File: config.mk
export PLATFORM = sky130hd
export DESIGN_NAME = vga_timing_gen
export DESIGN_NICKNAME = d
export VERILOG_FILES = /design/src/rtl/vga_timing_gen.sv
export SDC_FILE = /design/constraint.sdc
export NUM_CORES = 1
export LEC_CHECK = 0
export ABC_CLOCK_PERIOD_IN_PS = 2500
export CAP_MARGIN = 5
export CORE_MARGIN = 3
export CORE_UTILIZATION = 40
export DETAILED_ROUTE_END_ITERATION = 16
export PLACE_DENSITY = 0.68
export SYNTH_ARGS = -nofsm -noshare
export SYNTH_HDL_FRONTEND = slang
export SYNTH_SLANG_ARGS = --single-unit
File: constraint.sdc
create_clock -name pixel_clk -period 2.5 [get_ports pixel_clk]
set_clock_uncertainty 0.1 [all_clocks]
set_input_delay 0.75 -clock pixel_clk [delete_from_list [all_inputs] [get_ports pixel_clk]]
set_output_delay 0.75 -clock pixel_clk [all_outputs]
set_load 0.005 [all_outputs]
File: src/rtl/vga_timing_gen.sv
// VGA pixel-timing master: free-running scan counters, sync/blank decodes with a
// configurable delay line to match the colour stage, and a per-frame tick/counter.
module vga_timing_gen #(
    parameter int H_ACTIVE = 640,
    parameter int H_FP     = 16,
    parameter int H_SYNC   = 96,
    parameter int H_BP     = 48,
    parameter int V_ACTIVE = 480,
    parameter int V_FP     = 10,
    parameter int V_SYNC   = 2,
    parameter int V_BP     = 33,
    parameter int PIPE_DLY = 1
) (
    input  logic       pixel_clk,
    input  logic       Reset,
    output logic [9:0] DrawX,
    output logic [9:0] DrawY,
    output logic       active,
    output logic       hs,
    output logic       vs,
    output logic       blank,
    output logic       frame_start,
    output logic [7:0] frame_cnt
);

    localparam int H_TOTAL = H_ACTIVE + H_FP + H_SYNC + H_BP;
    localparam int V_TOTAL = V_ACTIVE + V_FP + V_SYNC + V_BP;

    localparam logic [9:0]  H_LAST  = 10'(H_TOTAL - 1);
    localparam logic [9:0]  V_LAST  = 10'(V_TOTAL - 1);
    // 11-bit bounds so a total of exactly 1024 cannot alias to zero
    localparam logic [10:0] H_ACT   = 11'(H_ACTIVE);
    localparam logic [10:0] V_ACT   = 11'(V_ACTIVE);
    localparam logic [10:0] HS_BEG  = 11'(H_ACTIVE + H_FP);
    localparam logic [10:0] HS_END  = 11'(H_ACTIVE + H_FP + H_SYNC);
    localparam logic [10:0] VS_BEG  = 11'(V_ACTIVE + V_FP);
    localparam logic [10:0] VS_END  = 11'(V_ACTIVE + V_FP + V_SYNC);

    localparam logic [2:0]  IDLE_HVB = 3'b110;

    function automatic logic dec_active(input logic [9:0] h, input logic [9:0] v);
        return ({1'b0, h} < H_ACT) && ({1'b0, v} < V_ACT);
    endfunction

    function automatic logic dec_hs(input logic [9:0] h);
        return !(({1'b0, h} >= HS_BEG) && ({1'b0, h} < HS_END));
    endfunction

    function automatic logic dec_vs(input logic [9:0] v);
        return !(({1'b0, v} >= VS_BEG) && ({1'b0, v} < VS_END));
    endfunction

    function automatic logic dec_fs(input logic [9:0] h, input logic [9:0] v);
        return (h == 10'd0) && ({1'b0, v} == V_ACT);
    endfunction

    logic [9:0] hc_q, hc_d;
    logic [9:0] vc_q, vc_d;
    logic       active_q, active_d;
    logic       hs_raw_q, hs_raw_d;
    logic       vs_raw_q, vs_raw_d;
    logic       fs_q, fs_d;
    logic [7:0] frame_cnt_q, frame_cnt_d;

    // Next-state counters; decodes are taken from next state so they line up with hc/vc
    always_comb begin
        hc_d        = hc_q;
        vc_d        = vc_q;
        frame_cnt_d = frame_cnt_q;
        if (hc_q == H_LAST) begin
            hc_d = 10'd0;
            if (vc_q == V_LAST) begin
                vc_d = 10'd0;
            end else begin
                vc_d = vc_q + 10'd1;
            end
        end else begin
            hc_d = hc_q + 10'd1;
        end
        if (fs_q) begin
            frame_cnt_d = frame_cnt_q + 8'd1;
        end else begin
            frame_cnt_d = frame_cnt_q;
        end
        active_d = dec_active(hc_d, vc_d);
        hs_raw_d = dec_hs(hc_d);
        vs_raw_d = dec_vs(vc_d);
        fs_d     = dec_fs(hc_d, vc_d);
    end

    // Counter and decode registers
    always_ff @(posedge pixel_clk) begin
        if (Reset) begin
            hc_q        <= 10'd0;
            vc_q        <= 10'd0;
            frame_cnt_q <= 8'd0;
            active_q    <= dec_active(10'd0, 10'd0);
            hs_raw_q    <= dec_hs(10'd0);
            vs_raw_q    <= dec_vs(10'd0);
            fs_q        <= dec_fs(10'd0, 10'd0);
        end else begin
            hc_q        <= hc_d;
            vc_q        <= vc_d;
            frame_cnt_q <= frame_cnt_d;
            active_q    <= active_d;
            hs_raw_q    <= hs_raw_d;
            vs_raw_q    <= vs_raw_d;
            fs_q        <= fs_d;
        end
    end

    assign DrawX       = hc_q;
    assign DrawY       = vc_q;
    assign active      = active_q;
    assign frame_start = fs_q;
    assign frame_cnt   = frame_cnt_q;

    generate
        if (PIPE_DLY == 0) begin : g_pass
            assign {hs, vs, blank} = {hs_raw_q, vs_raw_q, active_q};
        end else begin : g_dly
            logic [2:0] stage_q [PIPE_DLY];

            // Sync/blank delay line; reset loads idle so a pulse in flight is dropped
            always_ff @(posedge pixel_clk) begin
                if (Reset) begin
                    for (int i = 0; i < PIPE_DLY; i++) begin
                        stage_q[i] <= IDLE_HVB;
                    end
                end else begin
                    stage_q[0] <= {hs_raw_q, vs_raw_q, active_q};
                    for (int i = 1; i < PIPE_DLY; i++) begin
                        stage_q[i] <= stage_q[i-1];
                    end
                end
            end

            assign {hs, vs, blank} = stage_q[PIPE_DLY-1];
        end
    endgenerate

endmodule

==> impl_results.html <==
<table>
<tr><th>Metric</th><th>Value</th></tr>
<tr><th colspan="2">CTS</th></tr>
<tr><td>Count of hold-fix buffers inserted at cts</td><td>0</td></tr>
<tr><td>CTS root buf</td><td>sky130_fd_sc_hd__clkbuf_8</td></tr>
<tr><td>CTS Buffer Depth</td><td>2</td></tr>
<tr><td>Clock tree from TritonCTS</td><td>done</td></tr>
<tr><td>H-Tree Level Count</td><td>2</td></tr>
<tr><td>Inserted Clock Buffers</td><td>5</td></tr>
<tr><td>Clock transition at the registers of the reported paths</td><td>0.07 ns</td></tr>
<tr><td>Clock net sink count</td><td>35</td></tr>
<tr><td>Clock insertion delay at the later pin of the skew report</td><td>roughly 0.29 ns</td></tr>
<tr><th colspan="2">Synthesis</th></tr>
<tr><td>Cell count after synthesis</td><td>205</td></tr>
<tr><td>Yosys warnings</td><td>0</td></tr>
<tr><td>Share of synthesized registers carrying an async set or reset</td><td>0%</td></tr>
<tr><td>Number of nets in the synthesized netlist</td><td>211</td></tr>
<tr><td>Leading cell types by total area after synthesis</td><td>sky130_fd_sc_hd__dfxtp_1 (39%), sky130_fd_sc_hd__nor2_1 (5.9%), sky130_fd_sc_hd__xor2_1 (4.9%), sky130_fd_sc_hd__xnor2_1 (4.4%), sky130_fd_sc_hd__nand4_1 (3.5%)</td></tr>
<tr><td>Average cell area after synthesis</td><td>8.75 µm²</td></tr>
<tr><td>Library cells used by synthesis</td><td>49</td></tr>
<tr><td>Post-synthesis instance area</td><td>1790 µm²</td></tr>
<tr><td>Cell taking the most area after synthesis</td><td>sky130_fd_sc_hd__dfxtp_1</td></tr>
<tr><td>Yosys top cell area share</td><td>39.1%</td></tr>
<tr><td>Number of flops mapped to enable cells by yosys</td><td>0</td></tr>
<tr><td>Most used flip-flop cell after synthesis</td><td>sky130_fd_sc_hd__dfxtp_1</td></tr>
<tr><td>Register bit count reported by yosys</td><td>35</td></tr>
<tr><td>Sequential fraction of the synthesis area</td><td>39.1%</td></tr>
<tr><th colspan="2">Final layout</th></tr>
<tr><td>Total Nets Final</td><td>267</td></tr>
<tr><td>Commonest cells after routing, fill and taps aside</td><td>sky130_fd_sc_hd__clkdlybuf4s50_1 (34), sky130_fd_sc_hd__dfxtp_1 (32), sky130_fd_sc_hd__nor2_1 (27), sky130_fd_sc_hd__buf_4 (27), sky130_fd_sc_hd__nand2_1 (12)</td></tr>
<tr><td>Area of all sequential standard cells</td><td>707 µm²</td></tr>
<tr><td>Final design area excluding fillers</td><td>2490 µm²</td></tr>
<tr><td>Final antenna diode count</td><td>0</td></tr>
<tr><td>Share of cells above drive strength 1</td><td>22.5%</td></tr>
<tr><td>Number of fillers in the final layout</td><td>between 300 and 400</td></tr>
<tr><td>Most common library cell in the layout ignoring fill and taps</td><td>sky130_fd_sc_hd__clkdlybuf4s50_1</td></tr>
<tr><td>Area taken by multi-input logic gates</td><td>1040 µm²</td></tr>
<tr><td>Post-synthesis to final-layout area growth</td><td>39.1%</td></tr>
<tr><th colspan="2">Placement</th></tr>
<tr><td>DP HPWL</td><td>between 3000 and 4000 µm</td></tr>
<tr><td>Count of buffers from port buffering</td><td>34</td></tr>
<tr><td>Final Wtd Congestion</td><td>0.949</td></tr>
<tr><td>Post-placement cell area</td><td>approximately 2300 µm²</td></tr>
<tr><th colspan="2">Detailed routing</th></tr>
<tr><td>Routed vias/inst</td><td>~5.4</td></tr>
<tr><td>Wire length per cell</td><td>13.9 µm</td></tr>
<tr><td>DRC violation count after routing</td><td>0</td></tr>
<tr><td>Violation count after the first detailed-routing iteration</td><td>91</td></tr>
<tr><td>Count of vias placed by the detailed router</td><td>1678</td></tr>
<tr><td>Detailed Route WL</td><td>4330 µm</td></tr>
<tr><td>ANT nets after route</td><td>0</td></tr>
<tr><td>DRT Pass-1 Iters</td><td>5</td></tr>
<tr><th colspan="2">Setup path</th></tr>
<tr><td>Critical path data required time</td><td>about 2.6 ns</td></tr>
<tr><td>CP endpoint kind</td><td>flip-flop</td></tr>
<tr><td>Cell with the biggest individual delay on the critical path</td><td>sky130_fd_sc_hd__or4b_1</td></tr>
<tr><td>Buffers and inverters on the worst path</td><td>0</td></tr>
<tr><td>Startpoint-to-endpoint class of the critical path</td><td>flip-flop to flip-flop</td></tr>
<tr><td>Series of cell instances along the critical path</td><td>ha_2 &gt; and4_4 &gt; nand4_1 &gt; xor2_1 &gt; a2111oi_4 &gt; o211ai_1 &gt; or4b_1</td></tr>
<tr><td>Critical Path Start Type</td><td>flip-flop</td></tr>
<tr><td>Delay-heaviest family, CP</td><td>simple AND/OR/NAND/NOR gates</td></tr>
<tr><td>Largest fanout on the critical path</td><td>4</td></tr>
<tr><td>CP max stage delay</td><td>0.52 ns</td></tr>
<tr><td>Arrival time reported for the critical path endpoint</td><td>2.45 ns</td></tr>
<tr><th colspan="2">Worst hold path</th></tr>
<tr><td>Hold/Removal Path Class</td><td>flip-flop to flip-flop</td></tr>
<tr><th colspan="2">Floorplanning</th></tr>
<tr><td>X dimension of the die</td><td>73.0 µm</td></tr>
<tr><td>Starting Density</td><td>43.0%</td></tr>
<tr><td>Row Count</td><td>23</td></tr>
<tr><td>Total Die Area</td><td>roughly 5300 µm²</td></tr>
<tr><td>DIE HEIGHT</td><td>73.0 µm</td></tr>
<tr><td>Top-Level Pins</td><td>35</td></tr>
<tr><td>Placeable core area</td><td>about 4200 µm²</td></tr>
<tr><th colspan="2">Global route</th></tr>
<tr><td>Global routing usage summed across all routing layers</td><td>between 10% and 20%</td></tr>
<tr><td>Most heavily used metal layer in global routing</td><td>met2</td></tr>
<tr><td>First-pass GRT wire length</td><td>7280 µm</td></tr>
<tr><td>Number of global-route vias before repair</td><td>around 1600</td></tr>
<tr><td>Total overflow reported by the global router</td><td>0</td></tr>
<tr><td>Initial antenna violation count</td><td>0</td></tr>
<tr><td>Met2 layer usage reported by global route</td><td>a little over a quarter</td></tr>
<tr><td>Maximum number of pins on one net before global-route repair</td><td>18</td></tr>
<tr><td>Global-route met1 utilization</td><td>22.6%</td></tr>
<tr><td>Met3 track demand over resource in global routing</td><td>under 10%</td></tr>
<tr><th colspan="2">Timing</th></tr>
<tr><td>Fmax</td><td>420 MHz</td></tr>
<tr><td>Crit path time final</td><td>2.38 ns</td></tr>
<tr><td>Hold violation total from the final report</td><td>0</td></tr>
<tr><td>Remaining max-slew budget at the tightest pin</td><td>approximately 79%</td></tr>
<tr><td>Least-Margin Pin Slew</td><td>~0.31 ns</td></tr>
<tr><td>Final setup vio count</td><td>0</td></tr>
<tr><td>Final clock period utilization by the worst path</td><td>95.2%</td></tr>
<tr><td>Setup total negative slack</td><td>0 ns</td></tr>
<tr><td>Slew Limit Fails</td><td>0</td></tr>
<tr><th colspan="2">Power and ir drop</th></tr>
<tr><td>Peak ir drop on the vdd network</td><td>0.297 mV</td></tr>
<tr><td>Pleak</td><td>0.928 nW</td></tr>
<tr><td>PwrDens</td><td>462 nW/µm²</td></tr>
<tr><th colspan="2">Job</th></tr>
<tr><td>Max-cap violations</td><td>0</td></tr>
<tr><th colspan="2">Status</th></tr>
<tr><td>Result of the run</td><td>completed</td></tr>
</table>
-- registers in the layout, summed over array words and instances, names as in the netlist --
name / cells
frame_start: 1
frame_cnt: 8
vs_raw_q: 1
DrawY: 10
hs_raw_q: 1
active: 1
DrawX: 10
g_dly.stage_q: 3
-- power breakdown --
part           internal (W)  switching (W)
clock network      0.000322       0.000204
logic             0.0000308      0.0000264
registers          0.000563     0.00000567
-- worst reg2reg max path, stage by stage, from the launching register on --
cell                        delay, ns
sky130_fd_sc_hd__dfxtp_1         0.35
sky130_fd_sc_hd__ha_2            0.24
sky130_fd_sc_hd__and4_4          0.24
sky130_fd_sc_hd__nand4_1         0.11
sky130_fd_sc_hd__xor2_1          0.20
sky130_fd_sc_hd__a2111oi_4       0.36
sky130_fd_sc_hd__o211ai_1        0.15
sky130_fd_sc_hd__or4b_1          0.52
-- cells in the mapped netlist, types with 2 or more instances --
| cell | number |
|---|---|
| sky130_fd_sc_hd__inv_1 | 7 |
| sky130_fd_sc_hd__dfxtp_1 | 35 |
| sky130_fd_sc_hd__xor2_1 | 10 |
| sky130_fd_sc_hd__buf_6 | 3 |
| sky130_fd_sc_hd__and3_1 | 3 |
| sky130_fd_sc_hd__nor2_1 | 28 |
| sky130_fd_sc_hd__buf_4 | 2 |
| sky130_fd_sc_hd__and4_1 | 2 |
| sky130_fd_sc_hd__nand2_1 | 12 |
| sky130_fd_sc_hd__a21oi_1 | 7 |
| sky130_fd_sc_hd__nand4_1 | 10 |
| sky130_fd_sc_hd__nor4_1 | 2 |
| sky130_fd_sc_hd__o21ai_0 | 6 |
| sky130_fd_sc_hd__nor3_2 | 2 |
| sky130_fd_sc_hd__xnor2_1 | 9 |
| sky130_fd_sc_hd__nor2b_1 | 2 |
| sky130_fd_sc_hd__ha_1 | 4 |
| sky130_fd_sc_hd__or3_1 | 4 |
| sky130_fd_sc_hd__buf_1 | 3 |
| sky130_fd_sc_hd__nor3_1 | 11 |
| sky130_fd_sc_hd__or2_2 | 4 |
| sky130_fd_sc_hd__a22oi_1 | 2 |
| sky130_fd_sc_hd__nand3_1 | 7 |
| sky130_fd_sc_hd__nand4b_1 | 2 |
| sky130_fd_sc_hd__clkbuf_1 | 2 |
| sky130_fd_sc_hd__a31oi_1 | 3 |
-- logic make-up after synthesis --
logic type | Yosys count | share of synthesized area (%)
buffers and inverters | 19 | 6.28
adder cells (fa/ha/maj) | 4 | 2.79
AND/OR/NAND/NOR | 99 | 31.0
flip-flops | 35 | 39.1
multiplexers | 1 | 0.558
AO/OA/AOI/OAI | 28 | 11.1
XOR/XNOR | 19 | 9.27
-- layer usage --
metal	up-vias	share of wire, %
met4	0	2.4
li1	837	-
met5	-	0
met1	771	46
met3	12	6.1
met2	58	46
-- worst paths after layout --
check / from / endpoint / slack, ns / depth (start not counted)
worst max-delay path: DrawX[0] / vs_raw_q / 0.12 / 7
worst min-delay path: vs_raw_q / g_dly.stage_q[0][1] / 0.32 / 1
worst max register to register: DrawX[0] / vs_raw_q / 0.12 / 7
worst min register to register: vs_raw_q / g_dly.stage_q[0][1] / 0.32 / 1
-- through the flow --
step                hold slack, ns  utilization (%)  instances  setup WS (ns)  power, W
global placement             0.299             54.9        301         0.0504  0.000638
CTS                          0.320             57.7        309         0.0143   0.00116
floorplan                    0.289                -        205         0.0607  0.000609
finish                       0.317             59.8        312          0.119   0.00115
detailed placement           0.302             54.9        301         0.0293  0.000638
global route                 0.346             59.8        312        -0.0350   0.00119
-- final cells by class --
class | instances | share of cell area (%)
multi-input combinational | 151 | 41.6
sequential | 35 | 28.3
timing repair buffer | 61 | 21.8
clock buffer | 6 | 3.31
tap | 50 | 2.51
clock inverter | 2 | 1.40
inverter | 7 | 1.05
-- timing repair --
action | in CTS | in global routing
buffers inserted | 0 | 3
gates resized for setup | 0 | 16
setup endpoints to repair | 0 | 1
No activity file was read; power rests on OpenSTA's default activity.
==> RTL change 1 (same flow settings) <==
Put one more register stage on the output `frame_cnt`. The value now appears one clock later. The other outputs are not delayed to match.
--- a/src/rtl/vga_timing_gen.sv
+++ b/src/rtl/vga_timing_gen.sv
@@ -113,7 +113,9 @@
     assign DrawY       = vc_q;
     assign active      = active_q;
     assign frame_start = fs_q;
-    assign frame_cnt   = frame_cnt_q;
+    always_ff @(posedge pixel_clk) begin
+        frame_cnt <= frame_cnt_q;
+    end
 
     generate
         if (PIPE_DLY == 0) begin : g_pass
Behaviour: same outputs for any inputs over 10 cycles, from zero or initial values and one cycle with Reset high; that may be too few to reach the edited logic, so the function may still have changed.
==> RTL change 1 against the unedited design <==
- wire length rose by 0.72%
- cell area is 3.5% higher
- sequential power is 22% higher
- hold slack got worse by 41 ps
- worst setup slack better by 52 ps
- sequential cell count increased by 8
- highest routed layer unchanged
- power is 8.7% higher
- area after synthesis increased by 16%
- critical path type unchanged
- final cell count increased by 8.7%
==> RTL change 1: results <==
set metrics [dict create \
    worstMarginPinSlew_ps 717 \
    post_cts_resized 0 \
    crit_fanout 18 \
    num_vias 1769 \
    clk_pin_slew_ps 80 \
    status "completed" \
    synthTopCellsByCount "dfxtp_1, nor2_1, nand2_1" \
    port_buffers 34 \
    drive_gt1_frac 0.0993 \
    ys_types 53 \
    cts-root-buf "clkbuf_8" \
    slowest_stage "dfxtp_1" \
    route.top_layer_used "met4" \
    antenna_cells 0 \
    antenna_found_initial 0 \
    p_leak_nw 0.880 \
    clk_path_buf_depth 2 \
    htreeDepth 2 \
    max_stage_delay_ps 400 \
    drt_wl_total_um 4360 \
    clock_power_share 0.421 \
    grt_pass1_vias 1594 \
    gp_congestion 0.880 \
    place_hpwl_um 3250 \
    synth.net_count 246 \
    final_nets 277 \
    switching_share 0.199 \
    seq_area_frac_synth 0.415 \
    p_seq_frac 0.555 \
    crit_family "simple AND/OR/NAND/NOR gates" \
    met2_usage 0.225 \
    grt_pass1_wl_um 7560 \
    routed-wl-met3_um 247 \
    peakVddDrop_mv 0.334 \
    hold_viol 0 \
    cts_setup_buffers 0 \
    grtUsageMet1 0.215 \
    grt_max_degree 19 \
    drtIter0Drc 92 \
    grt_use_total 0.152 \
    first_pass_iters 5 \
    dr_wl_met2_um 1910 \
    synthArstFlopShare 0 \
    synth_warnings 0 \
    wl_met1_um 2160 \
    synth_area_leaders "dfxtp_1, nor2_1, nand2_1" \
    hold_path_class "flip-flop to flip-flop" \
    use_met3 0.0287 \
]
==> RTL change 1: worst paths after layout <==
kind | from | end | slack [ps] | cells past startpoint
worst min-delay path | frame_cnt_q[7]$_SDFFE_PP0P_ | frame_cnt[7]$_DFF_P_ | 280 | 0
worst min register to register | frame_cnt_q[7]$_SDFFE_PP0P_ | frame_cnt[7]$_DFF_P_ | 280 | 0
worst max register to register | DrawX[0]$_SDFF_PP0_ | vs_raw_q$_SDFF_PP1_ | 170 | 7
worst max-delay path | DrawX[0]$_SDFF_PP0_ | vs_raw_q$_SDFF_PP1_ | 170 | 7
==> RTL change 1: stage by stage <==
step | setup WS, ps | cell area, µm² | power [W] | hold slack, ps | instances
2_1_floorplan | 457 | 2070 | 0.000726 | 239 | 240
6_report | 171 | 2580 | 0.00125 | 276 | 339
4_1_cts | 91.5 | 2580 | 0.00127 | 274 | 339
3_5_place_dp | 110 | 2460 | 0.000741 | 262 | 331
3_3_place_gp | 178 | 2460 | 0.000741 | 253 | 331
5_1_grt | 11.4 | 2580 | 0.00131 | 290 | 339
==> RTL change 1: logic make-up (layout without fill, tap and decap cells) <==
| group | after synthesis | count (layout) | share of synthesized area |
|---|---|---|---|
| simple gates | 101 | 101 | 0.265 |
| mux | 2 | 2 | 0.00965 |
| flops | 43 | 43 | 0.415 |
| xor+xnor | 17 | 17 | 0.0718 |
| compound gates | 49 | 49 | 0.159 |
| buf+inv | 24 | 56 | 0.0561 |
| fa+ha+maj | 4 | 4 | 0.0241 |
==> RTL change 1: cell type report <==
class | count | area [µm²]
Clock buffer | 5 | 68.8
Clock inverter | 3 | 43.8
Fill cell | 477 | 2300
Inverter | 6 | 22.5
Multi-Input combinational cell | 173 | 1100
Sequential cell | 43 | 861
Tap cell | 67 | 83.8
Timing Repair Buffer | 42 | 400
==> RTL change 2 (config.mk and constraints unchanged) <==
Without the edit above. Change the parameter `V_ACTIVE` from 480 to 360.
--- a/src/rtl/vga_timing_gen.sv
+++ b/src/rtl/vga_timing_gen.sv
@@ -5,7 +5,7 @@
     parameter int H_FP     = 16,
     parameter int H_SYNC   = 96,
     parameter int H_BP     = 48,
-    parameter int V_ACTIVE = 480,
+    parameter int V_ACTIVE = 360,
     parameter int V_FP     = 10,
     parameter int V_SYNC   = 2,
     parameter int V_BP     = 33,
Function: no difference found for any inputs over 10 cycles, from zero or initial values and one cycle with Reset high; that may be too few to reach the edited logic, so the function may still have changed.
==> RTL change 2 against the unedited design <==
- via count rose by 4.9%
- power is 8.6% lower
- sequential cell count stayed put
- cell area fell by 1.4%
- maximum frequency increased by 3.2%
- area after synthesis rose by 7.1%
- wire length is 4.2% higher
- largest cell class unchanged
- worst setup slack better by 74 ps
==> RTL change 2: results <==
set metrics [dict create \
    p_seq_frac 0.540 \
    placed_cells_incl_taps 307 \
    rrSetupSlack_ps 230 \
    min_from "hs_raw_q$_SDFF_PP1_" \
    r2r_cells 6 \
    final_nets 269 \
    seq_area_frac_synth 0.365 \
    clock_power_share 0.429 \
    gp_congestion 0.928 \
    synth.net_count 231 \
    hold_slack_ps 319 \
    endpoint "DrawY[2]" \
    crit_family "flip-flops" \
    grt_pass1_vias 1626 \
    slowest_stage "dfxtp_1" \
    final.fill_count 423 \
    grt_use_total 0.176 \
    status "completed" \
    reg2reg_from "DrawY[6]$_SDFF_PP0_" \
    drt_wl_total_um 4510 \
    cp-startpoint "DrawY[2]$_SDFF_PP0_" \
    grt_max_degree 28 \
    drtIter0Drc 127 \
    arrival_ps 1460 \
    synth_area_leaders "dfxtp_1, xor2_1, nor2_1" \
    max_stage_delay_ps 590 \
]
-- RTL change 2: cell type report --
class / instances / area (µm²) / share of cell area
clock buffers: 8 / 100 / 0.0407
inverters: 5 / 18.8 / 0.00763
multi-input cells: 170 / 1130 / 0.460
flip-flops and latches: 35 / 701 / 0.285
well taps: 52 / 65.1 / 0.0264
repair buffers: 46 / 443 / 0.180
-- RTL change 2: stage by stage --
stage | setup slack, ps | power (W) | area [µm²]
3_5_place_dp | 160 | 0.000613 | 2350
4_1_cts | 124 | 0.00106 | 2450
5_1_grt | 18.3 | 0.00110 | 2460
3_3_place_gp | 224 | 0.000614 | 2350
2_1_floorplan | 374 | 0.000595 | 1920
6_report | 193 | 0.00105 | 2460
-- RTL change 2: timing repair --
item | in CTS | in global routing
buffers inserted | 0 | 1
gates resized for setup | 0 | 1
hold buffers | 0 | 0
setup endpoints to repair | 0 | 1
-- RTL change 2: cell families (layout without fill, tap and decap cells) --
logic type,after synthesis,in the layout,synth area share
AO/OA/AOI/OAI,38,38,0.133
XOR/XNOR,21,21,0.0957
adder cells (fa/ha/maj),4,4,0.0260
buffers and inverters,20,59,0.0475
flip-flops,35,35,0.365
multiplexers,2,2,0.0104
AND/OR/NAND/NOR,105,105,0.322
-- RTL change 2: routing by layer --
metal / vias to the layer above / wire, µm / part of all wire / global-route usage
met4: 0 / 119 / 0.026 / 0.0699
met2: 53 / 2040 / 0.45 / 0.274
met1: 829 / 2140 / 0.47 / 0.232
met5: - / 0 / 0 / 0
met3: 10 / 212 / 0.047 / 0.0488
li1: 869 / - / - / -
